--- config.mk ---
export PLATFORM = sky130hd
export DESIGN_NAME = program_loader_flat
export DESIGN_NICKNAME = d
export VERILOG_FILES = /design/src/rtl/program_loader_pkg.sv /design/src/rtl/program_loader_if.sv /design/src/rtl/program_loader_byte_word_packer.sv /design/src/rtl/program_loader.sv /design/src/flat_wrapper.sv
export SDC_FILE = /design/constraint.sdc
export NUM_CORES = 1
export LEC_CHECK = 0
export ABC_AREA = 0
export BUFFER_PORTS_ARGS = -buffer_cell sky130_fd_sc_hd__buf_2
export CORE_AREA = 2 2 97 99
export DETAILED_ROUTE_END_ITERATION = 6
export DIE_AREA = 0 0 99 101
export GPL_TIMING_DRIVEN = 0
export HOLD_SLACK_MARGIN = 0.06
export PLACE_DENSITY = 0.71
export SYNTH_ARGS = -nofsm -noshare
export SYNTH_HDL_FRONTEND = slang
export SYNTH_SLANG_ARGS = --single-unit
--- constraint.sdc ---
create_clock -name clock -period 6.6 [get_ports clock]
set_clock_uncertainty 0.05 [all_clocks]
set_input_delay 0.33 -clock clock [delete_from_list [all_inputs] [get_ports clock]]
set_output_delay 0.33 -clock clock [all_outputs]
set_load 0.005 [all_outputs]
--- src/rtl/program_loader_pkg.sv ---
// Shared types for the program loader: FSM state encoding, frame geometry and state decode helpers.
// The CHECK state only exists when PROGRAM_LOADER_CHECKSUM_EN is defined.
package loader_pkg;

    localparam int LOADER_LEN_BYTES  = 2;
    localparam int LOADER_WORD_BYTES = 4;
    localparam int LOADER_COUNT_W    = 8 * LOADER_LEN_BYTES;
    localparam int LOADER_WORD_W     = 8 * LOADER_WORD_BYTES;

    typedef enum logic [2:0] {
        S_IDLE,
        S_LEN_HI,
        S_LEN_LO,
        S_DATA,
        S_WRITE,
`ifdef PROGRAM_LOADER_CHECKSUM_EN
        S_CHECK,
`endif
        S_DONE,
        S_ERROR
    } loader_state_t;

    // States in which the loader is willing to take a stream byte.
    function automatic logic takes_bytes(input loader_state_t s);
        case (s)
            S_LEN_HI, S_LEN_LO, S_DATA: return 1'b1;
`ifdef PROGRAM_LOADER_CHECKSUM_EN
            S_CHECK:                    return 1'b1;
`endif
            default:                    return 1'b0;
        endcase
    endfunction

    function automatic logic is_busy(input loader_state_t s);
        return !(s == S_IDLE || s == S_DONE || s == S_ERROR);
    endfunction

endpackage

--- src/rtl/program_loader_if.sv ---
// Bundle between host byte link, program memory write port and CPU status for the program loader.
// master = loader side, slave = host/memory/CPU side.
interface program_loader_if #(
    parameter int ADDR_W = 10
);
    logic              start;
    logic [7:0]        byte_in;
    logic              byte_valid;
    logic              byte_ready;
    logic [31:0]       dado;
    logic [ADDR_W-1:0] endereco;
    logic              write;
    logic              busy;
    logic              done;
    logic              error;
    logic [15:0]       words_loaded;

    modport master (
        input  start, byte_in, byte_valid,
        output byte_ready, dado, endereco, write, busy, done, error, words_loaded
    );

    modport slave (
        output start, byte_in, byte_valid,
        input  byte_ready, dado, endereco, write, busy, done, error, words_loaded
    );
endinterface

--- src/rtl/program_loader_byte_word_packer.sv ---
// Packs MSB-first stream bytes into 32-bit words; word_ready_o flags the acceptance completing a word.
module byte_word_packer
    import loader_pkg::*;
(
    input  logic                     clock,
    input  logic                     reset,
    input  logic                     clear_i,
    input  logic                     accept_i,
    input  logic [7:0]               byte_i,
    output logic [LOADER_WORD_W-1:0] word_o,
    output logic                     word_ready_o
);
    logic [LOADER_WORD_W-1:0] word_q, word_d;
    logic [1:0]               idx_q, idx_d;

    always_comb begin
        word_d = word_q;
        idx_d  = idx_q;
        if (clear_i) begin
            word_d = '0;
            idx_d  = '0;
        end else if (accept_i) begin
            word_d = {word_q[LOADER_WORD_W-9:0], byte_i};
            idx_d  = idx_q + 2'd1;
        end
    end

    always_ff @(posedge clock or posedge reset) begin
        if (reset) begin
            word_q <= '0;
            idx_q  <= '0;
        end else begin
            word_q <= word_d;
            idx_q  <= idx_d;
        end
    end

    assign word_o       = word_q;
    assign word_ready_o = accept_i && !clear_i && (idx_q == 2'(LOADER_WORD_BYTES - 1));

endmodule

--- src/rtl/program_loader.sv ---
// Program loader: framed byte stream (count, MSB-first words) into the instruction/data memory.
// Define PROGRAM_LOADER_CHECKSUM_EN to require a trailing XOR checksum byte.
module program_loader
    import loader_pkg::*;
#(
    parameter int ADDR_W    = 10,
    parameter int DEPTH     = 600,
    parameter int BASE_ADDR = 0
) (
    input logic             clock,
    input logic             reset,
    program_loader_if.master bus
);
    localparam int unsigned       MAX_WORDS = DEPTH - BASE_ADDR;
    localparam logic [ADDR_W-1:0] BASE      = ADDR_W'(BASE_ADDR);
`ifdef PROGRAM_LOADER_CHECKSUM_EN
    localparam loader_state_t     S_LAST    = S_CHECK;
`else
    localparam loader_state_t     S_LAST    = S_DONE;
`endif

    loader_state_t             state_q, state_d;
    logic [LOADER_COUNT_W-1:0] count_q, count_d;
    logic [ADDR_W-1:0]         addr_q, addr_d;
    logic [15:0]               words_q, words_d;
    logic [7:0]                csum_q, csum_d;
    logic                      byte_ready_q, byte_ready_d;
    logic                      write_q, write_d;
    logic                      busy_q, busy_d;
    logic                      done_q, done_d;
    logic                      error_q, error_d;

    logic                      accept, start_take, word_ready;
    logic [LOADER_COUNT_W-1:0] len_full;
    logic [LOADER_WORD_W-1:0]  word;

    assign accept     = bus.byte_valid && byte_ready_q;
    assign start_take = bus.start && !is_busy(state_q);
    assign len_full   = {count_q[15:8], bus.byte_in};

    byte_word_packer u_packer (
        .clock        (clock),
        .reset        (reset),
        .clear_i      (start_take),
        .accept_i     (accept && state_q == S_DATA),
        .byte_i       (bus.byte_in),
        .word_o       (word),
        .word_ready_o (word_ready)
    );

    // NOTE: sequential state uses non-blocking assignments so every flop samples pre-edge values.
    always_ff @(posedge clock or posedge reset) begin
        if (reset) state_q <= S_IDLE;
        else       state_q <= state_d;
    end

    // NOTE: each comb output gets a default first; a branch that skipped it would infer a latch.
    always_comb begin
        state_d = state_q;
        case (state_q)
            S_IDLE, S_DONE, S_ERROR: if (start_take) state_d = S_LEN_HI;
            S_LEN_HI:                if (accept) state_d = S_LEN_LO;
            S_LEN_LO: if (accept) begin
                if (len_full == '0)                    state_d = S_LAST;
                else if (32'(len_full) > MAX_WORDS)    state_d = S_ERROR;
                else                                   state_d = S_DATA;
            end
            S_DATA:                  if (word_ready) state_d = S_WRITE;
            S_WRITE: state_d = (words_q + 16'd1 == count_q) ? S_LAST : S_DATA;
`ifdef PROGRAM_LOADER_CHECKSUM_EN
            S_CHECK: if (accept) state_d = ((csum_q ^ bus.byte_in) == 8'h00) ? S_DONE : S_ERROR;
`endif
            default:                 state_d = S_IDLE;
        endcase
    end

    // Datapath and registered outputs, all computed from the state being entered.
    always_comb begin
        count_d = count_q;
        addr_d  = addr_q;
        words_d = words_q;
        csum_d  = csum_q;
        if (start_take) begin
            count_d = '0;
            addr_d  = BASE;
            words_d = '0;
            csum_d  = '0;
        end else begin
            if (accept) csum_d = csum_q ^ bus.byte_in;
            if (accept && state_q == S_LEN_HI) count_d[15:8] = bus.byte_in;
            if (accept && state_q == S_LEN_LO) count_d[7:0]  = bus.byte_in;
            if (state_q == S_WRITE) begin
                addr_d  = addr_q + ADDR_W'(1);
                words_d = words_q + 16'd1;
            end
        end
        byte_ready_d = takes_bytes(state_d);
        write_d      = (state_d == S_WRITE);
        busy_d       = is_busy(state_d);
        done_d       = (state_d == S_DONE);
        error_d      = (state_d == S_ERROR);
    end

    always_ff @(posedge clock or posedge reset) begin
        if (reset) begin
            count_q      <= '0;
            addr_q       <= BASE;
            words_q      <= '0;
            csum_q       <= '0;
            byte_ready_q <= 1'b0;
            write_q      <= 1'b0;
            busy_q       <= 1'b0;
            done_q       <= 1'b0;
            error_q      <= 1'b0;
        end else begin
            count_q      <= count_d;
            addr_q       <= addr_d;
            words_q      <= words_d;
            csum_q       <= csum_d;
            byte_ready_q <= byte_ready_d;
            write_q      <= write_d;
            busy_q       <= busy_d;
            done_q       <= done_d;
            error_q      <= error_d;
        end
    end

    assign bus.byte_ready   = byte_ready_q;
    assign bus.dado         = word;
    assign bus.endereco     = addr_q;
    assign bus.write        = write_q;
    assign bus.busy         = busy_q;
    assign bus.done         = done_q;
    assign bus.error        = error_q;
    assign bus.words_loaded = words_q;

endmodule
--- src/flat_wrapper.sv ---
// flat-port wrapper written by rule: the top's interface ports become plain ports
module program_loader_flat import loader_pkg::*;
#(
    parameter int ADDR_W    = 10,
    parameter int DEPTH     = 600,
    parameter int BASE_ADDR = 0
)
  (clock, reset, bus_start, bus_byte_in, bus_byte_valid, bus_byte_ready, bus_dado, bus_endereco, bus_write, bus_busy, bus_done, bus_error, bus_words_loaded);
  program_loader_if #(.ADDR_W(ADDR_W)) bus_i ();
  input logic clock;
  input logic reset;
  input wire logic [$bits(bus_i.start)-1:0] bus_start;
  input wire logic [$bits(bus_i.byte_in)-1:0] bus_byte_in;
  input wire logic [$bits(bus_i.byte_valid)-1:0] bus_byte_valid;
  output wire logic [$bits(bus_i.byte_ready)-1:0] bus_byte_ready;
  output wire logic [$bits(bus_i.dado)-1:0] bus_dado;
  output wire logic [$bits(bus_i.endereco)-1:0] bus_endereco;
  output wire logic [$bits(bus_i.write)-1:0] bus_write;
  output wire logic [$bits(bus_i.busy)-1:0] bus_busy;
  output wire logic [$bits(bus_i.done)-1:0] bus_done;
  output wire logic [$bits(bus_i.error)-1:0] bus_error;
  output wire logic [$bits(bus_i.words_loaded)-1:0] bus_words_loaded;
  assign bus_i.start = bus_start;
  assign bus_i.byte_in = bus_byte_in;
  assign bus_i.byte_valid = bus_byte_valid;
  assign bus_byte_ready = bus_i.byte_ready;
  assign bus_dado = bus_i.dado;
  assign bus_endereco = bus_i.endereco;
  assign bus_write = bus_i.write;
  assign bus_busy = bus_i.busy;
  assign bus_done = bus_i.done;
  assign bus_error = bus_i.error;
  assign bus_words_loaded = bus_i.words_loaded;
  program_loader #(.ADDR_W(ADDR_W), .DEPTH(DEPTH), .BASE_ADDR(BASE_ADDR)) u_core (.clock(clock), .reset(reset), .bus(bus_i));
endmodule
**After elaboration in Yosys (flattened, before gate mapping)**

Index checks and enable logic that the tools add are counted.

- Register bits after elaboration: 84
- Bits of input ports: 12
- Output and inout port bits: 63
- Word-level logic and storage cells: 72

- Add/subtract/negate cells: 3
- Order comparisons: 1
- Equal/unequal tests: 14
- Muxes and demuxes: 20
- Reductions and logical operators: 22

Operators with widths:

| operator | count |
|---|---|
| 32-bit 2-to-1 mux | 2 |
| 16-bit 2-to-1 mux | 3 |
| 3-bit 2-to-1 mux | 7 |
| 10-bit 2-to-1 mux | 2 |
| 3-bit equality test (second input constant) | 6 |
| 16-bit by 1-bit adder with 16-bit output (second input constant) | 1 |
| 16-bit equality test | 1 |
| 16-bit by 10-bit > comparator with 1-bit output (second input constant) | 1 |
| 16-bit zero test | 1 |
| 8-bit 2-to-1 mux | 2 |
| 3-bit case mux with 5 select lines | 1 |
| 3-bit by 2-bit equality test with 1-bit output (second input constant) | 4 |
| 10-bit by 1-bit adder with 10-bit output (second input constant) | 1 |
| 2-bit nonzero test | 4 |
| 1-bit logical AND | 7 |
| 3-bit by 1-bit equality test with 1-bit output (second input constant) | 2 |
| 3-bit zero test | 2 |
| 3-bit OR reduction | 2 |
| 1-bit logical OR | 4 |
| 2-bit 2-to-1 mux | 2 |
| 2-bit by 1-bit adder with 2-bit output (second input constant) | 1 |
| 2-bit equality test (second input constant) | 1 |
| 1-bit zero test | 2 |
| 1-bit 2-to-1 mux | 1 |

**Logic depth before layout (Yosys ltp)**

- Depth after elaboration: 13
- Gate-level depth with buffers: 8
- Mapped depth without buffers: 7

**Cells and area by module**

From an unflattened synthesis, not the netlist that was laid out.

- Cells, all modules: 451
- Area, all modules: 4451.8 um^2

Modules (own cells, without submodules):

| module | times used | cells each | area each (um^2) | seq. area each (um^2) |
|---|---|---|---|---|
| program_loader | 1 | 337 | 3016.6 | 1251.2 |
| byte_word_packer | 1 | 114 | 1435.1 | 850.8 |

**Worst setup path after synthesis**

OpenSTA, ideal clock, no wires.

- Kind: register to register
- From: reg u_core.words_q[0], in the netlist u_core.bus.words_loaded[0]
- To: reg u_core.byte_ready_q, in the netlist u_core.bus.byte_ready
- Setup time: 125 ps
- Data arrival time: 1944 ps
- Data required time: 6425 ps
- Path slack: 4481 ps
- Stages on the path, launching flop included: 9
- Path buffers: 1
- Clock period less this slack: 2119 ps
- Cell sequence: dfrtp_1 ha_1 buf_2 nand3_4 or3_1 nand2b_1 a211oi_2 nand4_1 nor2b_1

- Longest elaborated chain between the ends: 7
- Elaborated cells between the ends (all ways): 9
- Classes of those cells: 1 x add/sub; 4 x eq/ne; 3 x mux; 1 x reduce/logical

Ends and longest elaborated chain:

| what | RTL line | text |
|---|---|---|
| from (decl) | program_loader.sv:25 | `logic [15:0] words_q, words_d;` |
| from (signal assigned) | program_loader.sv:118 | `words_q <= words_d;` |
| 16-bit by 1-bit adder with 16-bit output (*) | program_loader.sv:69 | `S_WRITE: state_d = (words_q + 16'd1 == count_q) ? S_LAST : S_DATA;` |
| 16-bit equality test (*) | program_loader.sv:69 |  |
| 3-bit 2-to-1 mux (*) | program_loader.sv:69 |  |
| 3-bit case mux with 5 select lines (*) | program_loader.sv:60 | `case (state_q)` |
| 3-bit by 1-bit equality test with 1-bit output / 3-bit by 2-bit equality test with 1-bit output (equally long branches) | program_loader_pkg.sv:25 | `case (s)` |
| 3-bit OR reduction (*) | program_loader_pkg.sv:25 |  |
| 1-bit 2-to-1 mux (*) | program_loader_pkg.sv:25 |  |
| net u_core.byte_ready_d | program_loader.sv:27 | `logic byte_ready_q, byte_ready_d;` |
| to (signal assigned) | program_loader.sv:120 | `byte_ready_q <= byte_ready_d;` |
| to (decl) | program_loader.sv:27 |  |

The timed path passes the listed nets; every way through them passes the cells marked *.
A chain may end at the register's enable or synchronous reset.

**Final worst setup path**

Same ends and word-level chain as after synthesis.

==> results.yml <==
power:
  peakVddDrop_uv: 162
  p_leak_nw: 2.49
  p_per_area_nw_per_um2: 336
drt:
  avgViaCountPerCell: 5.63
  vias: 3898
  wl_per_cell_um: 15.9
  drtIter0Drc: 305
  firstDrtPassIters: 5
  antenna_left: 0
  drc: 0
  routed_wl_um: 11000
cts:
  clock_path_buffers: 2
  cts_buffers: 9
  cts_sinks: 84
  clk_pin_slew_ns: 0.08
  worstSkewPairLatency_ns: 0.35
  cts_setup_buffers: 0
  tritoncts: "built"
  cts_htree_levels: 3
  clock-root-buffer: "clkbuf_8"
final_layout:
  layout-drive-gt1-share: 0.200
  fin_util: 0.574
  diodes: 0
  fillers: 779
  areaGrowthSynthToFinish_pct: 17.3
  nNetsFinal: 591
yosys:
  syn_nets: 504
  syn_avg_cell_area_sq_um: 8.99
  synth-edff-count: 0
  yosysWarnings: 0
  yosys.area.top_type: "dfrtp_1"
  yosysTopAreaCellShare: 0.478
  synth_area_sq_um: 4390
  yosysMostFrequentCell: "nand2_1"
  synthFlopType: "dfrtp_1"
  async_reset_ff_frac: 1.00
  seq_area_frac_synth: 0.478
  syn_inst: 489
  synthDistinctLibCells: 59
  synthTopCellsByCount: "nand2_1, dfrtp_1, o21ai_0, nor2_1, clkbuf_1"
  synth_top_cells_by_area: "dfrtp_1, nand2_1, o21ai_0"
  ys_ff_latch: 84
floorplanning:
  start_util: 0.489
  core_sq_um: 8980
  fp.dieArea_sq_um: 10000
  io_pins: 75
  die_w_um: 99
  rows: 35
  die_h_um: 101
sta:
  layout_setup_ws_ns: 4.10
  setup_viol: 0
  worstMarginPinSlew_ns: 0.829
  clock.fmax_mhz: 401
  fin_crit_ns: 2.50
  rsz0062_at_grt: "false"
  slew_viol_final: 0
  hold_viol_final: 0
  finalCritPeriodShare: 0.378
  max_slew_margin: 0.443
  tns_ns: 0
global_route:
  grt_pass1_vias: 3656
  grt_max_degree: 56
  grt_pass1_wl_um: 18200
  antenna_found_initial: 0
  gr-total-overflow: 0
  gr-usage-all-layers: 0.227
setup_path:
  crit_type: "reg -> reg"
  r2r_end: "u_core.bus.byte_ready"
  r2r_slack_ns: 4.10
  required_ns: 6.79
  end_kind: "flip-flop"
  worstPathCellList: "ha_1 > buf_2 > nand3_4 > or3_1 > nand2b_1 > a211oi_2 > nand4_1 > nor2b_1"
  worst_ep_arrival_time_ns: 2.69
  crit_path_max_fanout: 10
  start_kind: "flip-flop"
  r2r-start: "u_core.bus.words_loaded[0]"
  critPathMaxStageDelay_ns: 0.52
  slowest_stage: "dfrtp_1"
  rr_worst_depth: 8
placed_design:
  gp_congestion: 0.946
  place_ws_ns: 4.14
  io_buffers: 74
  dp_hpwl_um: 8040
min_path:
  hold_depth: 3
  min-delay-start: "bus_byte_in[1]"
  hold_class: "in -> reg"
  hold_path_end: "u_core.u_packer.word_o[1]"
run_status:
  outcome: "finished, final reports clean"
flow_run:
  maxCapViolations: 0
[per-stage QoR]
| step | power (W) | area [sq um] | hold slack, ns | std cells |
|---|---|---|---|---|
| 2_1_floorplan | 0.00113 | 4390 | 0.397 | 489 |
| 3_3_place_gp | 0.00132 | 4900 | 0.435 | 674 |
| 3_5_place_dp | 0.00135 | 4930 | 0.312 | 675 |
| 4_1_cts | 0.00174 | 5150 | 0.206 | 692 |
| 5_1_grt | 0.00185 | 5150 | 0.201 | 692 |
| 6_report | 0.00173 | 5150 | 0.210 | 692 |
[where the power goes]
part / total [W] / switching, W / internal, W
combinational: 0.000609 / 0.000376 / 0.000234
clock: 0.000387 / 0.000189 / 0.000199
sequential: 0.000736 / 0.000105 / 0.000631
total: 0.00173 / 0.000669 / 0.00106
[worst max-delay path: cells and delay by family, from the launching register on]
family	cells	cell delay, ns
buffers and inverters	1	0.20
adder cells (fa/ha/maj)	1	0.19
AO/OA/AOI/OAI	1	0.24
flip-flops	1	0.52
AND/OR/NAND/NOR	5	1.18
[cell type report]
class,instances,area (sq um),area share
clock inverter,4,56.3,0.0109
multi-input combinational,365,2110,0.409
clock buffer,12,155,0.0301
tap,111,139,0.0269
inverter,8,32.5,0.00631
timing repair buffer,76,408,0.0791
buffer,32,153,0.0296
sequential,84,2100,0.408
[routing by layer]
layer	part of all wire	up-vias	wire length, um	GRT usage
met5	0	-	0	0
met4	0.015	0	168	0.0822
met3	0.052	12	574	0.0312
met2	0.47	123	5140	0.355
met1	0.47	1905	5120	0.324
li1	-	1858	-	-
[placed cells by master (no fill, tap or decap), types with 2 or more instances in the layout]
cell type / Yosys / final
nand2_1: 99 / 99
dfrtp_1: 84 / 84
buf_2: 8 / 82
o21ai_0: 63 / 63
nor2_1: 43 / 43
clkbuf_1: 19 / 20
xnor2_1: 18 / 18
mux2i_1: 17 / 17
a21oi_1: 15 / 15
clkbuf_8: 0 / 11
xor2_1: 9 / 9
nand2b_1: 8 / 8
nand4_1: 8 / 8
inv_1: 8 / 7
nand3_1: 7 / 7
nor3_1: 7 / 7
o31ai_1: 6 / 6
and3_1: 5 / 5
nor4_1: 5 / 5
a31oi_1: 5 / 5
or3_1: 3 / 3
and4_1: 3 / 3
ha_1: 3 / 3
and2_1: 2 / 2
buf_4: 2 / 2
buf_6: 2 / 2
o41ai_1: 2 / 2
nor3b_1: 2 / 2
nor3_2: 2 / 2
nor2b_1: 2 / 2
o211ai_1: 2 / 2
nand3b_1: 2 / 2
clkinv_4: 0 / 2
[flip-flops by register name (all words and copies together) (netlist names)]
name,cells
u_core.bus.write,1
u_core.bus.busy,1
u_core.count_q,16
u_core.bus.words_loaded,16
u_core.bus.endereco,10
u_core.bus.done,1
u_core.u_packer.idx_q,2
u_core.u_packer.word_o,32
u_core.state_q,3
u_core.bus.error,1
u_core.bus.byte_ready,1
[worst max path at each step]
stage               cells past startpoint  slack [ns]                         end                       start
floorplan                               1        4.05             u_core.bus.busy                       reset
global placement                        2        3.09  u_core.bus.words_loaded[2]                       reset
detailed placement                      8        4.14       u_core.bus.byte_ready  u_core.bus.words_loaded[0]
CTS                                     8        4.13       u_core.bus.byte_ready  u_core.bus.words_loaded[0]
global route                            8        3.97       u_core.bus.byte_ready  u_core.bus.words_loaded[0]
finish                                  8        4.10       u_core.bus.byte_ready  u_core.bus.words_loaded[0]
[cells by family after synthesis]
| group | count (synthesis) | synth area share |
|---|---|---|
| and+or+nand+nor | 208 | 0.228 |
| muxes | 17 | 0.0387 |
| buffers and inverters | 40 | 0.0416 |
| DFF | 84 | 0.478 |
| adders and majority gates | 4 | 0.0108 |
| AOI/OAI and AO/OA | 108 | 0.144 |
| xor gates and xnor gates | 28 | 0.0589 |
[repair_timing]
item / in CTS / in global routing
endpoints found under the setup margin: 0 / 0
gates resized for setup: 0 / 0
hold buffers: 1 / 0
hold endpoints to repair: 29 / 0
(Power assumes the default switching activity.)
